$ cat src/rtl/rf_pkg.sv
// Shared defaults and drain-state encoding for the register-file writeback queue.
package rf_pkg;
  localparam int REG_WIDTH = 32;
  localparam int NAME_BITS = 5;

  typedef enum logic [1:0] {
    IDLE  = 2'd0,
    SETUP = 2'd1,
    PULSE = 2'd2
  } rf_wb_state_t;
endpackage

$ cat src/rtl/rf_bypass_match.sv
// Youngest-wins search of the occupied queue entries for one read index.
module rf_bypass_match #(
  parameter int REG_WIDTH = 32,
  parameter int NAME_BITS = 5,
  parameter int DEPTH     = 4,
  parameter int PW        = $clog2(DEPTH),
  parameter int CW        = $clog2(DEPTH) + 1
) (
  input  logic [DEPTH-1:0][NAME_BITS-1:0] ent_ws,
  input  logic [DEPTH-1:0][REG_WIDTH-1:0] ent_wd,
  input  logic [PW-1:0]                   head,
  input  logic [CW-1:0]                   count,
  input  logic [NAME_BITS-1:0]            rs,
  output logic                            hit,
  output logic [REG_WIDTH-1:0]            data
);
  logic [PW-1:0] idx;

  // Walk oldest to youngest so the last match left standing is the youngest.
  always_comb begin
    hit  = 1'b0;
    data = '0;
    idx  = '0;
    for (int i = 0; i < DEPTH; i++) begin
      idx = head + PW'(i);
      if ((CW'(i) < count) && (rs != '0) && (ent_ws[idx] == rs)) begin
        hit  = 1'b1;
        data = ent_wd[idx];
      end
    end
  end
endmodule

$ cat src/rtl/rf_writeback_queue.sv
// Writeback FIFO draining onto the split-strobe register file port,
// with a setup cycle ahead of every write pulse and two bypass lookups.
module rf_writeback_queue #(
  parameter int REG_WIDTH = rf_pkg::REG_WIDTH,
  parameter int NAME_BITS = rf_pkg::NAME_BITS,
  parameter int DEPTH     = 4
) (
  input  logic                       clk,
  input  logic                       rst_n,
  input  logic                       in_valid,
  output logic                       in_ready,
  input  logic [NAME_BITS-1:0]       in_ws,
  input  logic [REG_WIDTH-1:0]       in_wd,
  output logic                       write,
  output logic [NAME_BITS-1:0]       ws,
  output logic [REG_WIDTH-1:0]       wd,
  input  logic [NAME_BITS-1:0]       rs1,
  input  logic [NAME_BITS-1:0]       rs2,
  output logic                       byp1_hit,
  output logic                       byp2_hit,
  output logic [REG_WIDTH-1:0]       byp1_data,
  output logic [REG_WIDTH-1:0]       byp2_data,
  output logic [$clog2(DEPTH):0]     count,
  output logic                       empty
);
  import rf_pkg::*;

  localparam int PW = $clog2(DEPTH);
  localparam int CW = PW + 1;

  logic [DEPTH-1:0][NAME_BITS-1:0] q_ws;
  logic [DEPTH-1:0][REG_WIDTH-1:0] q_wd;
  logic [PW-1:0]                   head, tail, head_nxt;
  rf_wb_state_t                    state, state_n;
  logic                            write_n, push, pop;
  logic [NAME_BITS-1:0]            ws_n;
  logic [REG_WIDTH-1:0]            wd_n;

  assign in_ready = (count < CW'(DEPTH));
  assign empty    = (count == '0);
  // Index 0 requests are handshaken but dropped.
  assign push     = in_valid && in_ready && (in_ws != '0);
  assign pop      = (state == PULSE);
  assign head_nxt = head + PW'(1);

  always_comb begin
    state_n = state;
    write_n = 1'b0;
    ws_n    = ws;
    wd_n    = wd;
    case (state)
      IDLE: if (count != '0) begin
        state_n = SETUP;
        ws_n    = q_ws[head];
        wd_n    = q_wd[head];
      end
      SETUP: begin
        state_n = PULSE;
        write_n = 1'b1;
      end
      PULSE: begin
        if (count > CW'(1)) begin
          state_n = SETUP;
          ws_n    = q_ws[head_nxt];
          wd_n    = q_wd[head_nxt];
        end else if (push) begin
          // Last entry leaves while a new one arrives: forward it, storage is not yet written.
          state_n = SETUP;
          ws_n    = in_ws;
          wd_n    = in_wd;
        end else begin
          state_n = IDLE;
        end
      end
      default: state_n = IDLE;
    endcase
  end

  always_ff @(posedge clk) begin
    if (!rst_n) begin
      state <= IDLE;
      write <= 1'b0;
      ws    <= '0;
      wd    <= '0;
      head  <= '0;
      tail  <= '0;
      count <= '0;
    end else begin
      state <= state_n;
      write <= write_n;
      ws    <= ws_n;
      wd    <= wd_n;
      if (push) tail <= tail + PW'(1);
      if (pop)  head <= head_nxt;
      case ({push, pop})
        2'b10:   count <= count + CW'(1);
        2'b01:   count <= count - CW'(1);
        default: count <= count;
      endcase
    end
  end

  always_ff @(posedge clk) begin
    if (push) begin
      q_ws[tail] <= in_ws;
      q_wd[tail] <= in_wd;
    end
  end

  logic [1:0][NAME_BITS-1:0] rs_v;
  logic [1:0]                hit_v;
  logic [1:0][REG_WIDTH-1:0] data_v;

  assign rs_v = {rs2, rs1};

  for (genvar p = 0; p < 2; p++) begin : g_byp
    rf_bypass_match #(
      .REG_WIDTH(REG_WIDTH), .NAME_BITS(NAME_BITS), .DEPTH(DEPTH)
    ) u_match (
      .ent_ws(q_ws), .ent_wd(q_wd), .head(head), .count(count),
      .rs(rs_v[p]), .hit(hit_v[p]), .data(data_v[p])
    );
  end

  assign byp1_hit  = hit_v[0];
  assign byp2_hit  = hit_v[1];
  assign byp1_data = data_v[0];
  assign byp2_data = data_v[1];
endmodule
$ cat config.mk
export PLATFORM = sky130hd
export DESIGN_NAME = rf_writeback_queue
export DESIGN_NICKNAME = d
export VERILOG_FILES = /design/src/rtl/rf_pkg.sv /design/src/rtl/rf_bypass_match.sv /design/src/rtl/rf_writeback_queue.sv
export SDC_FILE = /design/constraint.sdc
export NUM_CORES = 1
export LEC_CHECK = 0
export BUFFER_PORTS_ARGS = -buffer_cell sky130_fd_sc_hd__clkbuf_2
export CAP_MARGIN = 25
export CORE_MARGIN = 1.5
export CORE_UTILIZATION = 29
export CTS_CLUSTER_SIZE = 16
export DETAILED_ROUTE_END_ITERATION = 7
export PLACE_DENSITY_LB_ADDON = 0.1
export SLEW_MARGIN = 10
export SYNTH_ARGS = -nofsm -noshare
export SYNTH_HDL_FRONTEND = slang
export SYNTH_SLANG_ARGS = --single-unit
$ cat constraint.sdc
create_clock -name clk -period 10.44 [get_ports clk]
set_input_delay 2.61 -clock clk [delete_from_list [all_inputs] [get_ports clk]]
set_output_delay 2.61 -clock clk [all_outputs]
set_load 0.01 [all_outputs]
# After elaboration in Yosys (flattened, before gate mapping)
# Index checks and enable logic that the tools add are counted.
dict set report op_classes {
  add_sub_neg 6
  n_lt_le_gt_ge 12
  reduce_logical 28
  eq_ne 14
  mux 52
}
# op n
set op_table {}
lappend op_table {{$mux 32} 16}
lappend op_table {{$bmux 32 s2} 4}
lappend op_table {{$bwmux 128} 1}
lappend op_table {{$demux 32 s2} 1}
lappend op_table {{$pmux 32 s2} 1}
lappend op_table {{$bmux 5 s2} 4}
lappend op_table {{$eq 5x5->1} 8}
lappend op_table {{$mux 5} 8}
lappend op_table {{$bwmux 20} 1}
lappend op_table {{$logic_and 1x1->1} 19}
lappend op_table {{$lt 2x3->1 const B} 5}
lappend op_table {{$reduce_bool 5->1} 3}
lappend op_table {{$mux 1} 11}
lappend op_table {{$demux 5 s2} 1}
lappend op_table {{$pmux 5 s2} 1}
lappend op_table {{$lt 1x3->1 const A} 2}
lappend op_table {{$lt 2x3->1 const A} 2}
lappend op_table {{$pmux 2 s3} 1}
lappend op_table {{$pmux 3 s2} 1}
lappend op_table {{$add 2x1->2 const B} 2}
lappend op_table {{$add 2x2->2 const B} 2}
lappend op_table {{$eq 2x1->1 const B} 2}
lappend op_table {{$eq 2x2->1 const B} 2}
lappend op_table {{$reduce_bool 2->1} 2}
lappend op_table {{other kinds (12)} 12}
dict set report word_totals {
  out_inout_bits 109
  wordCells 127
  inputBits 50
  reg_bits 195
}

# Logic depth before layout (Yosys ltp)
dict set report logic_depth {
  ltp_word 8
  depth_mapped 13
  mapped_depth_nobuf 9
}

# Cells and area by module
# Synthesis repeated with hierarchy kept, for this count alone.
dict set report hier_totals {
  hier_cells 1529
  hier_area_um2 17340.4
}
# module seq_area_each_um2 n_inst cells_each area_per_inst_um2
set modules_own_cells {}
lappend modules_own_cells {rf_bypass_match 0.0 2 510 4420.5}
lappend modules_own_cells {rf_writeback_queue 5385.2 1 509 8499.4}

# Least setup slack after synthesis
# Ideal clock, no wire load.
dict set report synth_path {
  path_type {input-to-output}
  startpoint {input port rs2[1]}
  endpoint {output port byp2_data[30]}
  n_path_buf 3
  path_slack_ps 3048
  t_arrival_ps 4782
  required_time_ps 7830
  path_stages 10
  cell_sequence {clkbuf_1 > or4_1 > nor2_1 > nor3_1 > o2111a_1 > buf_2 > nor4_4 > buf_2 > a22oi_1 > a211oi_2}
}
dict set report synth_via {
  elab_chain_cells 7
  elab_cells_between_ends 17
  classes_between {eq/ne: 4; mux: 4; reduce/logical: 9}
}
# element line
set synth_lines {}
lappend synth_lines {{from (decl)} rf_writeback_queue.sv:18} ;# input logic [NAME_BITS-1:0] rs2,
lappend synth_lines {{$reduce_bool 5->1} rf_bypass_match.sv:26} ;# if ((CW'(i) < count) && (rs != '0) && (ent_ws[idx] == rs)) begin
lappend synth_lines {{$logic_and 1x1->1 (2 in a row)} rf_bypass_match.sv:26}
lappend synth_lines {{$mux 32 (3 in a row)} rf_bypass_match.sv:26}
lappend synth_lines {{$mux 32 (*)} rf_bypass_match.sv:26}
lappend synth_lines {{to (decl)} rf_writeback_queue.sv:22} ;# output logic [REG_WIDTH-1:0] byp2_data,
# Mark *: on every way between the ends. The rest lies on a longest branch, timed or not.

# Worst setup path after layout
dict set report layout_path {
  startpoint {input port rs2[0]}
  endpoint {output port byp2_data[30]}
}
# Same word-level chain as after synthesis.

==> metrics.txt <==
Crit path top cell by count=clkbuf_2; slowest stage delay, CP=0.99 ns; ANT nets after route=0; IO Pins=159; Post-synth ARST share=0%; Crit path required time=7.83 ns; critical path class=in2out; Worst setup EP type=primary output; Worst VDD drop=0.127 mV; TritonRoute pass-1 iters=5; share of cells above drive strength 1=26.7%; Power per Cell Area=182 mW/mm^2; Post-Syn Area=0.0131 mm^2; root buffer cell=clkbuf_16; Starting Density=29.5%; CTS tree=yes; hold buffer count at cts=0; pin count of the biggest net entering global routing=85; worst slack at placement=2.35 ns; Synth Flop Type=edfxtp_1; Crit Path Max Fanout=36; initial antenna violation count=2; vias in the first global route=10200; grt peak-use layer=met2; die height=216 um; routing usage on met1=26.1%; Synth Area in XOR/XNOR=3.26%; period utilization=77.7%; Residual DRC=0; Yosys Warn Count=0; Slew HR=29.9%; Post-CTS Setup Repair Bufs=0; main combinational cell family by area after synthesis=multiplexers; synthesized netlist net count=1260; Non-Filler Instances=1894; Clock Path Buffers=2; Mapped Avg Cell Area=10.9 um^2; clk slew on worst S/H paths=0.08 ns; post-synthesis cell count=1201; setup violators final=0; Fin Setup TNS=0 ns; total power=2.74 mW; Sink Count=195; CTS buffer count=17; Clock Skew=0.0108 ns; worst hold-check path type=reg2reg; Critical Path, Cell by Cell=clkbuf_2 > xnor2_1 > nor4_1 > mux2i_1 > or4_2 > buf_4 > and3_1 > a211oi_2 > clkbuf_2; share of the yosys chip area belonging to registers=41.0%; DP Cell Count=1859; Cell variety after synth=51; multiplexer share of the synthesized area=25.1%; final worst slack=2.32 ns; 1st-iter DRT viols=621; Final Max Slew Viols=0; Synth Area in Adders=0.857%; Via density=5.41; gr usage total=19.0%; Die Area=0.0466 mm^2; RSZ-0062 raised after global routing=no; Final Hold Vio Count=0; via count=10200; Worst Tran Pin Value=1.05 ns; wire length per cell=23.4 um; post-DP HPWL=27800 um; routed wire length=44200 um; crit path launch type=input pin; port bufs=158; Post-Synth Simple-Gate Area=11.0%; nets=1347; Core ar.=0.0445 mm^2; num rows=77; Post-synth EDFFs=148; met3 Usage GRT=3.37%; Syn-to-layout area delta=14.3%; CTS resizes=0; Top Family by Delay on Critical Path=simple AND/OR/NAND/NOR gates; CTS H-tree lvls=4; grt ovf=0; MaxCap Viol Count=0; Synth Register Bits=195; slowest stage cell, crit path=or4_2; Routability Congestion=0.875; compound-gate portion of the synthesized area=14.5%; insertion delay to the later sink of the worst-skew pair=0.46 ns; die extent in x=216 um; first-pass GRT wire length=66200 um; GR Layer Usage met2=30.8%; Fmax achieved=123 MHz; status=completed; Worst Path Buf+Inv=3; Arrival @ worst endpoint=5.51 ns; minimum clock period=8.12 ns; P_leak=5.07 nW
[state kept, by name, indices dropped and copies added, names as in the netlist]
register	count
q_wd	128
wd	32
q_ws	20
ws	5
count	3
head	2
state	2
tail	2
write	1
[area by class of cell]
| type | instances | area (um^2) |
|---|---|---|
| fillers | 4554 | 29500 |
| well taps | 592 | 741 |
| repair buffers | 182 | 1010 |
| flip-flops and latches | 195 | 5390 |
| inverters | 9 | 33.8 |
| clock inverters | 7 | 56.3 |
| clock buffers | 25 | 539 |
| multi-input cells | 883 | 7250 |
| diodes | 1 | 2.50 |
[Yosys cell counts, types with 13 or more instances]
library cell	n	area share, %
o22ai_1	31	1.5
edfxtp_1	148	34
mux2_2	34	2.9
xnor2_1	36	2.4
buf_2	29	1.1
nor3_1	14	0.53
nand2_1	78	2.2
o21ai_1	17	0.65
mux4_2	73	13
a211oi_1	41	2.3
clkbuf_1	69	2.0
o31a_1	29	1.9
nor2b_1	41	2.0
o21ai_0	51	1.9
a21oi_1	73	2.8
mux2i_1	127	9.7
dfxtp_1	47	7.2
xor2_1	13	0.87
and2_1	40	1.9
nor2_1	97	2.8
a221oi_1	32	2.1
[metal layers]
metal	wire, um	part of all wire, %	up-vias
li1	-	-	4755
met5	13	0.029	-
met2	20700	47	280
met4	863	2.0	2
met1	20600	47	5151
met3	2020	4.6	55
[worst paths after layout]
path,from,to,slack (ns),depth (start not counted)
max,rs2[0],byp2_data[30],2.32,9
max reg2reg,head[0],wd[21],6.70,10
min reg2reg,state[1],state[0],0.43,1
min,state[1],state[0],0.43,1
[layout by cell type, fill, tap and decap left out, types with 3 or more instances in the layout]
cell type  count
o22ai_1       31
clkbuf_16     20
a221oi_1      32
buf_4         22
mux2_2        34
ha_1           9
nor2_2        10
clkbuf_2     158
a31oi_1        3
nand2_1       77
mux4_2        73
o21ai_0       51
a211oi_1      41
xor2_1        13
a21oi_1       73
nor4_1         3
nor2_1        96
inv_1          8
and3_1         4
and2_1        36
o21ai_1       17
mux2i_1      127
xnor2_1       36
dfxtp_1       45
nor3_1        14
clkbuf_1       3
o31a_1        29
nor2b_1       41
clkinv_4       3
and2_2         4
edfxtp_1     148
[through the flow]
stage	hold WS [ns]	util [%]	instance area (um^2)
after floorplan	0.412	-	13100
after global placement	0.426	32.3	14400
after detailed placement	0.428	32.3	14400
after CTS	0.440	33.6	15000
after global routing	0.489	33.8	15000
final	0.434	33.8	15000
[cells by family (layout without fill, tap and decap cells)]
kind of cell | count (synthesis) | after routing
AOI/OAI and AO/OA | 292 | 292
xor gates and xnor gates | 49 | 49
adders and majority gates | 9 | 9
buffers and inverters | 123 | 223
DFF | 195 | 195
muxes | 234 | 234
other | 0 | 1
and+or+nand+nor | 299 | 299
[where the power goes]
group / internal, mW / switching (mW) / leakage (nW)
logic: 0.425 / 0.615 / 3.03
clock network: 0.364 / 0.313 / 0.295
registers: 0.939 / 0.0846 / 1.74
total: 1.73 / 1.01 / 5.07
No activity file was read; power rests on OpenSTA's default activity.
